===== config.mk =====
export PLATFORM = sky130hd
export DESIGN_NAME = regfile_mp_flat
export DESIGN_NICKNAME = d
export VERILOG_FILES = /design/src/rtl/regfile_mp_if.sv /design/src/rtl/regfile_mp.sv /design/src/flat_wrapper.sv
export SDC_FILE = /design/constraint.sdc
export NUM_CORES = 2
export LEC_CHECK = 0
export ABC_AREA = 1
export CAP_MARGIN = 20
export CORE_AREA = 2 2 313 315
export DETAILED_ROUTE_END_ITERATION = 8
export DIE_AREA = 0 0 315 317
export PLACE_DENSITY_LB_ADDON = 0.15
export RECOVER_POWER = 50
export SETUP_SLACK_MARGIN = 0.02
export SLEW_MARGIN = 10
export SYNTH_ARGS = -nofsm -noshare
export SYNTH_HDL_FRONTEND = slang
export SYNTH_SLANG_ARGS = --single-unit

===== constraint.sdc =====
create_clock -name clk -period 3.5 [get_ports clk]
set_input_delay 0.7 -clock clk [delete_from_list [all_inputs] [get_ports clk]]
set_output_delay 0.7 -clock clk [all_outputs]
set_load 0.05 [all_outputs]

===== src/rtl/regfile_mp_if.sv =====
// rtl/regfile_mp_if.sv - write/read port bundle for the multi-port register file
interface regfile_mp_if #(
    parameter int WIDTH  = 32,
    parameter int ADDR_W = 5,
    parameter int NUM_RD = 2
);
    logic                      we;
    logic [WIDTH/8-1:0]        wstrb;
    logic [ADDR_W-1:0]         waddr;
    logic [WIDTH-1:0]          wdata;
    logic [NUM_RD*ADDR_W-1:0]  raddr;
    logic [NUM_RD*WIDTH-1:0]   rdata;

    modport master (output we, wstrb, waddr, wdata, raddr, input rdata);
    modport slave  (input we, wstrb, waddr, wdata, raddr, output rdata);
endinterface


===== src/rtl/regfile_mp.sv =====
// rtl/regfile_mp.sv - GPR file: NUM_RD async read ports, one byte-strobed sync write port
module regfile_mp #(
    parameter int WIDTH    = 32,
    parameter int DEPTH    = 32,
    parameter int ADDR_W   = 5,
    parameter int NUM_RD   = 2,
    parameter int ZERO_REG = 1,
    parameter int BYPASS   = 1
) (
    input  logic         clk,
    input  logic         rst_n,
    regfile_mp_if.slave  bus
);
    localparam int NB = WIDTH / 8;

    logic [WIDTH-1:0]  mem [DEPTH];
    logic              wr_ok;
    logic [ADDR_W-1:0] ra   [NUM_RD];
    logic [WIDTH-1:0]  word [NUM_RD];

    // An address is live when it names real storage and is not the hardwired zero register.
    function automatic logic addr_live(input logic [ADDR_W-1:0] a);
        logic in_range;
        in_range = ({1'b0, a} < (ADDR_W + 1)'(DEPTH));
        return in_range && !((ZERO_REG != 0) && (a == '0));
    endfunction

    assign wr_ok = bus.we && addr_live(bus.waddr);

    always_ff @(posedge clk or negedge rst_n) begin
        if (!rst_n) begin
            for (int r = 0; r < DEPTH; r++) begin
                mem[r] <= '0;
            end
        end else if (wr_ok) begin
            for (int r = 0; r < DEPTH; r++) begin
                if (bus.waddr == ADDR_W'(r)) begin
                    for (int b = 0; b < NB; b++) begin
                        if (bus.wstrb[b]) begin
                            mem[r][8*b +: 8] <= bus.wdata[8*b +: 8];
                        end
                    end
                end
            end
        end
    end

    // Decoded read mux: out-of-range addresses match no entry and fall through to zero.
    always_comb begin
        bus.rdata = '0;
        for (int k = 0; k < NUM_RD; k++) begin
            ra[k]   = bus.raddr[k*ADDR_W +: ADDR_W];
            word[k] = '0;
            for (int r = 0; r < DEPTH; r++) begin
                if (ra[k] == ADDR_W'(r)) begin
                    word[k] = mem[r];
                end
            end
            if (!addr_live(ra[k])) begin
                word[k] = '0;
            end
            if ((BYPASS != 0) && rst_n && wr_ok && (ra[k] == bus.waddr)) begin
                for (int b = 0; b < NB; b++) begin
                    if (bus.wstrb[b]) begin
                        word[k][8*b +: 8] = bus.wdata[8*b +: 8];
                    end
                end
            end
            bus.rdata[k*WIDTH +: WIDTH] = word[k];
        end
    end
endmodule

===== src/flat_wrapper.sv =====
// flat-port wrapper written by rule: the top's interface ports become plain ports
module regfile_mp_flat 
#(
    parameter int WIDTH    = 32,
    parameter int DEPTH    = 32,
    parameter int ADDR_W   = 5,
    parameter int NUM_RD   = 2,
    parameter int ZERO_REG = 1,
    parameter int BYPASS   = 1
)
  (clk, rst_n, bus_we, bus_wstrb, bus_waddr, bus_wdata, bus_raddr, bus_rdata);
  regfile_mp_if #(.WIDTH(WIDTH), .ADDR_W(ADDR_W), .NUM_RD(NUM_RD)) bus_i ();
  input  logic clk;
  input  logic rst_n;
  input wire logic [$bits(bus_i.we)-1:0] bus_we;
  input wire logic [$bits(bus_i.wstrb)-1:0] bus_wstrb;
  input wire logic [$bits(bus_i.waddr)-1:0] bus_waddr;
  input wire logic [$bits(bus_i.wdata)-1:0] bus_wdata;
  input wire logic [$bits(bus_i.raddr)-1:0] bus_raddr;
  output wire logic [$bits(bus_i.rdata)-1:0] bus_rdata;
  assign bus_i.we = bus_we;
  assign bus_i.wstrb = bus_wstrb;
  assign bus_i.waddr = bus_waddr;
  assign bus_i.wdata = bus_wdata;
  assign bus_i.raddr = bus_raddr;
  assign bus_rdata = bus_i.rdata;
  regfile_mp #(.WIDTH(WIDTH), .DEPTH(DEPTH), .ADDR_W(ADDR_W), .NUM_RD(NUM_RD), .ZERO_REG(ZERO_REG), .BYPASS(BYPASS)) u_core (.clk(clk), .rst_n(rst_n), .bus(bus_i));
endmodule

After elaboration in Yosys (flattened, before gate mapping) --
Cells that the tools add are included.
Storage, ports and cells: register bits 992, input port bits 54, output and inout bits 64, word-level logic and storage cells 425
Operators by class: eq/ne operators 95, muxes and demuxes 74, reductions and logical operators 132
Operators by type and width (count):
- two-way mux 32 bit | 66
- AND reduction 3 bit | 124
- == test 5 bit (second input constant) | 48
- == test 5 x 4 -> 1 bit (second input constant) | 24
- two-way mux 8 bit | 8
- == test 5 x 3 -> 1 bit (second input constant) | 12
- == test 5 x 2 -> 1 bit (second input constant) | 6
- == test 5 x 1 -> 1 bit (second input constant) | 3
- logical NOT 5 bit | 3
- == test 5 bit | 2
- logical AND 1 bit | 4
- logical NOT 1 bit | 1

Logic depth before layout (Yosys ltp) --
depth in word-level cells 35, mapped depth 26, depth with buffers taken out 24

Worst setup path after synthesis --
Ideal clock, no wire load.
kind input-to-output, start point input bus_raddr[2], end point output bus_rdata[26], arrival time 2.926 ns, data required time 2.800 ns, slack -0.126 ns, cell stages on the path 19, path buffers 4, cell sequence buf_2 nor2_1 clkbuf_1 buf_2 nand3_1 inv_1 clkbuf_1 a21oi_1 nand3_1 nand2_1 nand3_1 nand2_1 nand4_1 nand2_1 nand4_1 nor2_1 nand3_1 nand2_1 nand2_1
Between the ends: longest elaborated chain between the ends 35, elaborated cells on any way between the ends 68, classes of those cells 32 x eq/ne; 34 x mux; 2 x reduce/logical
Ends and longest elaborated chain:
- from (decl) | RTL line flat_wrapper.sv:19 | input wire logic [$bits(bus_i.raddr)-1:0] bus_raddr;
- == test 5 x 1 -> 1 bit | RTL line regfile_mp.sv:55 | if (ra[k] == ADDR_W'(r)) begin
- two-way mux 32 bit (31 in series) | RTL line regfile_mp.sv:55
- two-way mux 32 bit | RTL line regfile_mp.sv:59 | if (!addr_live(ra[k])) begin
- two-way mux 8 bit | RTL line regfile_mp.sv:64 | if (bus.wstrb[b]) begin
- two-way mux 32 bit (*) | RTL line regfile_mp.sv:62 | if ((BYPASS != 0) && rst_n && wr_ok && (ra[k] == bus.waddr)) begin
- to (decl) | RTL line flat_wrapper.sv:20 | output wire logic [$bits(bus_i.rdata)-1:0] bus_rdata;
Mark *: on every way between the ends. The rest lies on a longest branch, timed or not.

Worst setup path in the final report --
start point input bus_raddr[0], end point output bus_rdata[9]
The elaborated chain is that of the path after synthesis.

==> impl_metrics.sql <==
INSERT INTO impl_metrics (metric_group, metric, value, unit) VALUES
('floorplan', 'die_w', '315', 'um'),
('final_layout', 'layout.cells.non_filler', '9540', ''),
('sta', 'rsz_0062_raised_after_global_routing', 'yes', ''),
('clock_network', 'clock_tree.root_cell', 'sky130_fd_sc_hd__clkbuf_16', ''),
('final_layout', 'proportion_of_layout_cells_with_a_drive_suffix_above_1', '0.1958', ''),
('sta', 'final_min_period_over_clock_period', '1.354', ''),
('power', 'vdd_ir_drop_max', '0.4130', 'mV'),
('route', 'vias_per_cell', '5.995', ''),
('yosys', 'complex_gate_fraction_of_the_synthesized_area', '0.1213', ''),
('floorplan', 'core_footprint', '96280', 'um^2'),
('power', 'pwr-share-seq', '0.450', ''),
('critical_path', 'reg2reg_from', 'u_core.mem[807]', ''),
('clock_network', 'clock_tree.buffer_depth', '3', ''),
('placement', 'placed_cell_area', '61160', 'um^2'),
('floorplan', 'floorplan.die_area', '99860', 'um^2'),
('yosys', 'main_combinational_cell_family_by_area_after_synthesis', 'simple AND/OR/NAND/NOR gates', ''),
('floorplan', 'start_util', '0.5479', ''),
('critical_path', 'startpoint_type', 'primary input', ''),
('critical_path', 'worstRegToRegCells', '3', ''),
('sta', 'tns', '-62660', 'ps'),
('critical_path', 'crit_type', 'in2out', ''),
('yosys', 'muxShareOfSynthArea', '0', ''),
('global_routing', 'largest_net_degree_at_the_start_of_global_routing', '155', ''),
('route', 'detailedRoute.firstIterationViolations', '7874', ''),
('run_status', 'violations', 'capacitance limit, slew limit, setup timing', ''),
('yosys', 'synth_top_area_share', '0.4706', ''),
('yosys', 'synth_simple_gate_area_share', '0.3324', ''),
('power', 'comb_power_share', '0.180', ''),
('yosys', 'synth_enable_flop_cells', '0', ''),
('placement', 'placement.setup.worst_slack', '-1761', 'ps'),
('route', 'final_routed_drc_violation_total', '0', ''),
('power', 'power_density', '465.6', 'nW/um^2'),
('clock_network', 'clock_slew_at_reported_path_ffs', '60', 'ps'),
('yosys', 'postSynthRegisterBits', '992', ''),
('yosys', 'synth.most_common_cell', 'sky130_fd_sc_hd__nand2_1', ''),
('sta', 'fmax', '0.2110', 'GHz'),
('critical_path', 'worst_path_most_repeated_cell', 'sky130_fd_sc_hd__nand4_1', ''),
('sta', 'timing_max_transition_violations_final', '441', ''),
('global_routing', 'grt.total_usage', '0.4307', ''),
('sta', 'worst_slew_pin_slew', '2152', 'ps'),
('sta', 'hold_viol', '0', ''),
('yosys', 'synthesis.nets', '7602', ''),
('job', 'maxCapViolCount', '4', ''),
('power', 'total_switching_power', '9.791', 'mW'),
('sta', 'setup-violations-final', '64', ''),
('placement', 'port_buffers', '117', ''),
('sta', 'setup_ws', '-1239', 'ps'),
('critical_path', 'critPathRequiredTime', '2800', 'ps'),
('yosys', 'synthFlopType', 'sky130_fd_sc_hd__dfrtp_1', ''),
('run_status', 'result_of_the_run', 'complete, but fails checks', ''),
('route', 'drt_pre_antenna_iters', '7', ''),
('placement', 'dp_cells', '9234', ''),
('yosys', 'syn_area', '52750', 'um^2'),
('min_path', 'holdPathStages', '2', ''),
('yosys', 'synthesis.yosys.warnings', '0', ''),
('yosys', 'netlist_top_cells_area', 'sky130_fd_sc_hd__dfrtp_1, sky130_fd_sc_hd__nand2_1, sky130_fd_sc_hd__o21ai_0', ''),
('final_layout', 'largestRegisters', 'u_core.mem: 992 flops', ''),
('route', 'route.detailed.wl_per_inst', '22.84', 'um'),
('final_layout', 'largest_register_ff_count', '992', ''),
('global_routing', 'grt_pass1_wl', '324300', 'um'),
('critical_path', 'cp-end-kind', 'output pin', ''),
('clock_network', 'cts-buffers-inserted', '107', ''),
('power', 'internal-power', '21.75', 'mW'),
('min_path', 'hold-path-endpoint', 'u_core.mem[650]', ''),
('yosys', 'syn-instance-count', '7548', ''),
('route', 'drt-total-wl', '217900', 'um'),
('critical_path', 'path_buf_inv', '9', ''),
('route', 'drtAntennaViolNets', '0', ''),
('final_layout', 'largest-register', 'u_core.mem', ''),
('floorplan', 'floorplan.io_pins', '118', ''),
('route', 'vias', '57190', '');
through the flow:
step           utilization  power, mW
4_1_cts             0.6911      31.23
2_1_floorplan            -      16.76
3_3_place_gp        0.6352      19.25
6_report            0.7035      31.54
3_5_place_dp        0.6352      19.41
5_1_grt             0.7035      32.68
cell usage in the layout, fill, tap and decap left out, types with 38 or more instances in the layout:
| cell type | netlist | routed |
|---|---|---|
| sky130_fd_sc_hd__dfrtp_1 | 992 | 992 |
| sky130_fd_sc_hd__clkbuf_16 | 0 | 109 |
| sky130_fd_sc_hd__inv_1 | 568 | 555 |
| sky130_fd_sc_hd__nor2_2 | 9 | 157 |
| sky130_fd_sc_hd__or2_2 | 57 | 55 |
| sky130_fd_sc_hd__buf_6 | 1 | 105 |
| sky130_fd_sc_hd__o21ai_0 | 1090 | 1085 |
| sky130_fd_sc_hd__clkdlybuf4s50_1 | 0 | 42 |
| sky130_fd_sc_hd__nand4_1 | 472 | 472 |
| sky130_fd_sc_hd__a21oi_1 | 133 | 112 |
| sky130_fd_sc_hd__nand2_4 | 0 | 44 |
| sky130_fd_sc_hd__nand2_2 | 2 | 144 |
| sky130_fd_sc_hd__nand3_1 | 102 | 60 |
| sky130_fd_sc_hd__nand2_1 | 2882 | 2695 |
| sky130_fd_sc_hd__buf_4 | 4 | 636 |
| sky130_fd_sc_hd__nor2_1 | 708 | 532 |
| sky130_fd_sc_hd__nand3_2 | 0 | 38 |
| sky130_fd_sc_hd__buf_12 | 0 | 141 |
power by group through the flow:
stage,registers (mW),clock network (mW),logic [mW]
2_1_floorplan,14.0,0,2.79
3_3_place_gp,14.2,0,5.00
3_5_place_dp,14.3,0,5.12
4_1_cts,14.1,11.7,5.42
5_1_grt,14.3,12.2,6.16
6_report,14.2,11.7,5.68
cell type report:
class,count,area (um^2)
Fill cell,7987,28540
Multi-Input combinational cell,5525,25670
Sequential cell,992,24820
Timing Repair Buffer,970,9866
Clock buffer,167,3184
Inverter,577,2198
Tap cell,1276,1597
Clock inverter,32,399.1
Antenna cell,1,2.502
repair_timing:
| action | 4_1_cts | 5_1_grt |
|---|---|---|
| gates resized for setup | 431 | 255 |
| buffers inserted | 61 | 49 |
| endpoints found under the setup margin | 64 | 64 |
| pin swaps | 233 | 362 |
| gates cloned | 4 | 1 |
| hold buffers | 0 | 0 |
worst reg2reg max path, stage by stage (launching register included):
cell and delay, ps:
sky130_fd_sc_hd__dfrtp_1 420, sky130_fd_sc_hd__buf_4 160, sky130_fd_sc_hd__nand2_1 50, sky130_fd_sc_hd__o21ai_0 80
cell families (layout without fill, tap and decap cells):
| family | count (synthesis) | count (layout) |
|---|---|---|
| AO/OA/AOI/OAI | 1258 | 1258 |
| other | 0 | 1 |
| buffers and inverters | 1031 | 1746 |
| XOR/XNOR | 6 | 6 |
| flip-flops | 992 | 992 |
| AND/OR/NAND/NOR | 4261 | 4261 |
per-layer routing:
layer	GRT usage	vias to the layer above	part of all wire
met5	0.001420	-	0.000060
met4	0.2027	2	0.053
met3	0.1323	677	0.14
met2	0.6262	3633	0.42
met1	0.5888	27330	0.39
li1	-	25550	-
how the worst max path moves through the flow:
stage	to	slack, ps
2_1_floorplan	bus_rdata[5]	-60
3_3_place_gp	bus_rdata[47]	-1760
3_5_place_dp	bus_rdata[47]	-1760
4_1_cts	bus_rdata[12]	-1100
5_1_grt	bus_rdata[25]	-1340
6_report	bus_rdata[9]	-1240
Note: power is estimated with default switching activity, not from simulation.
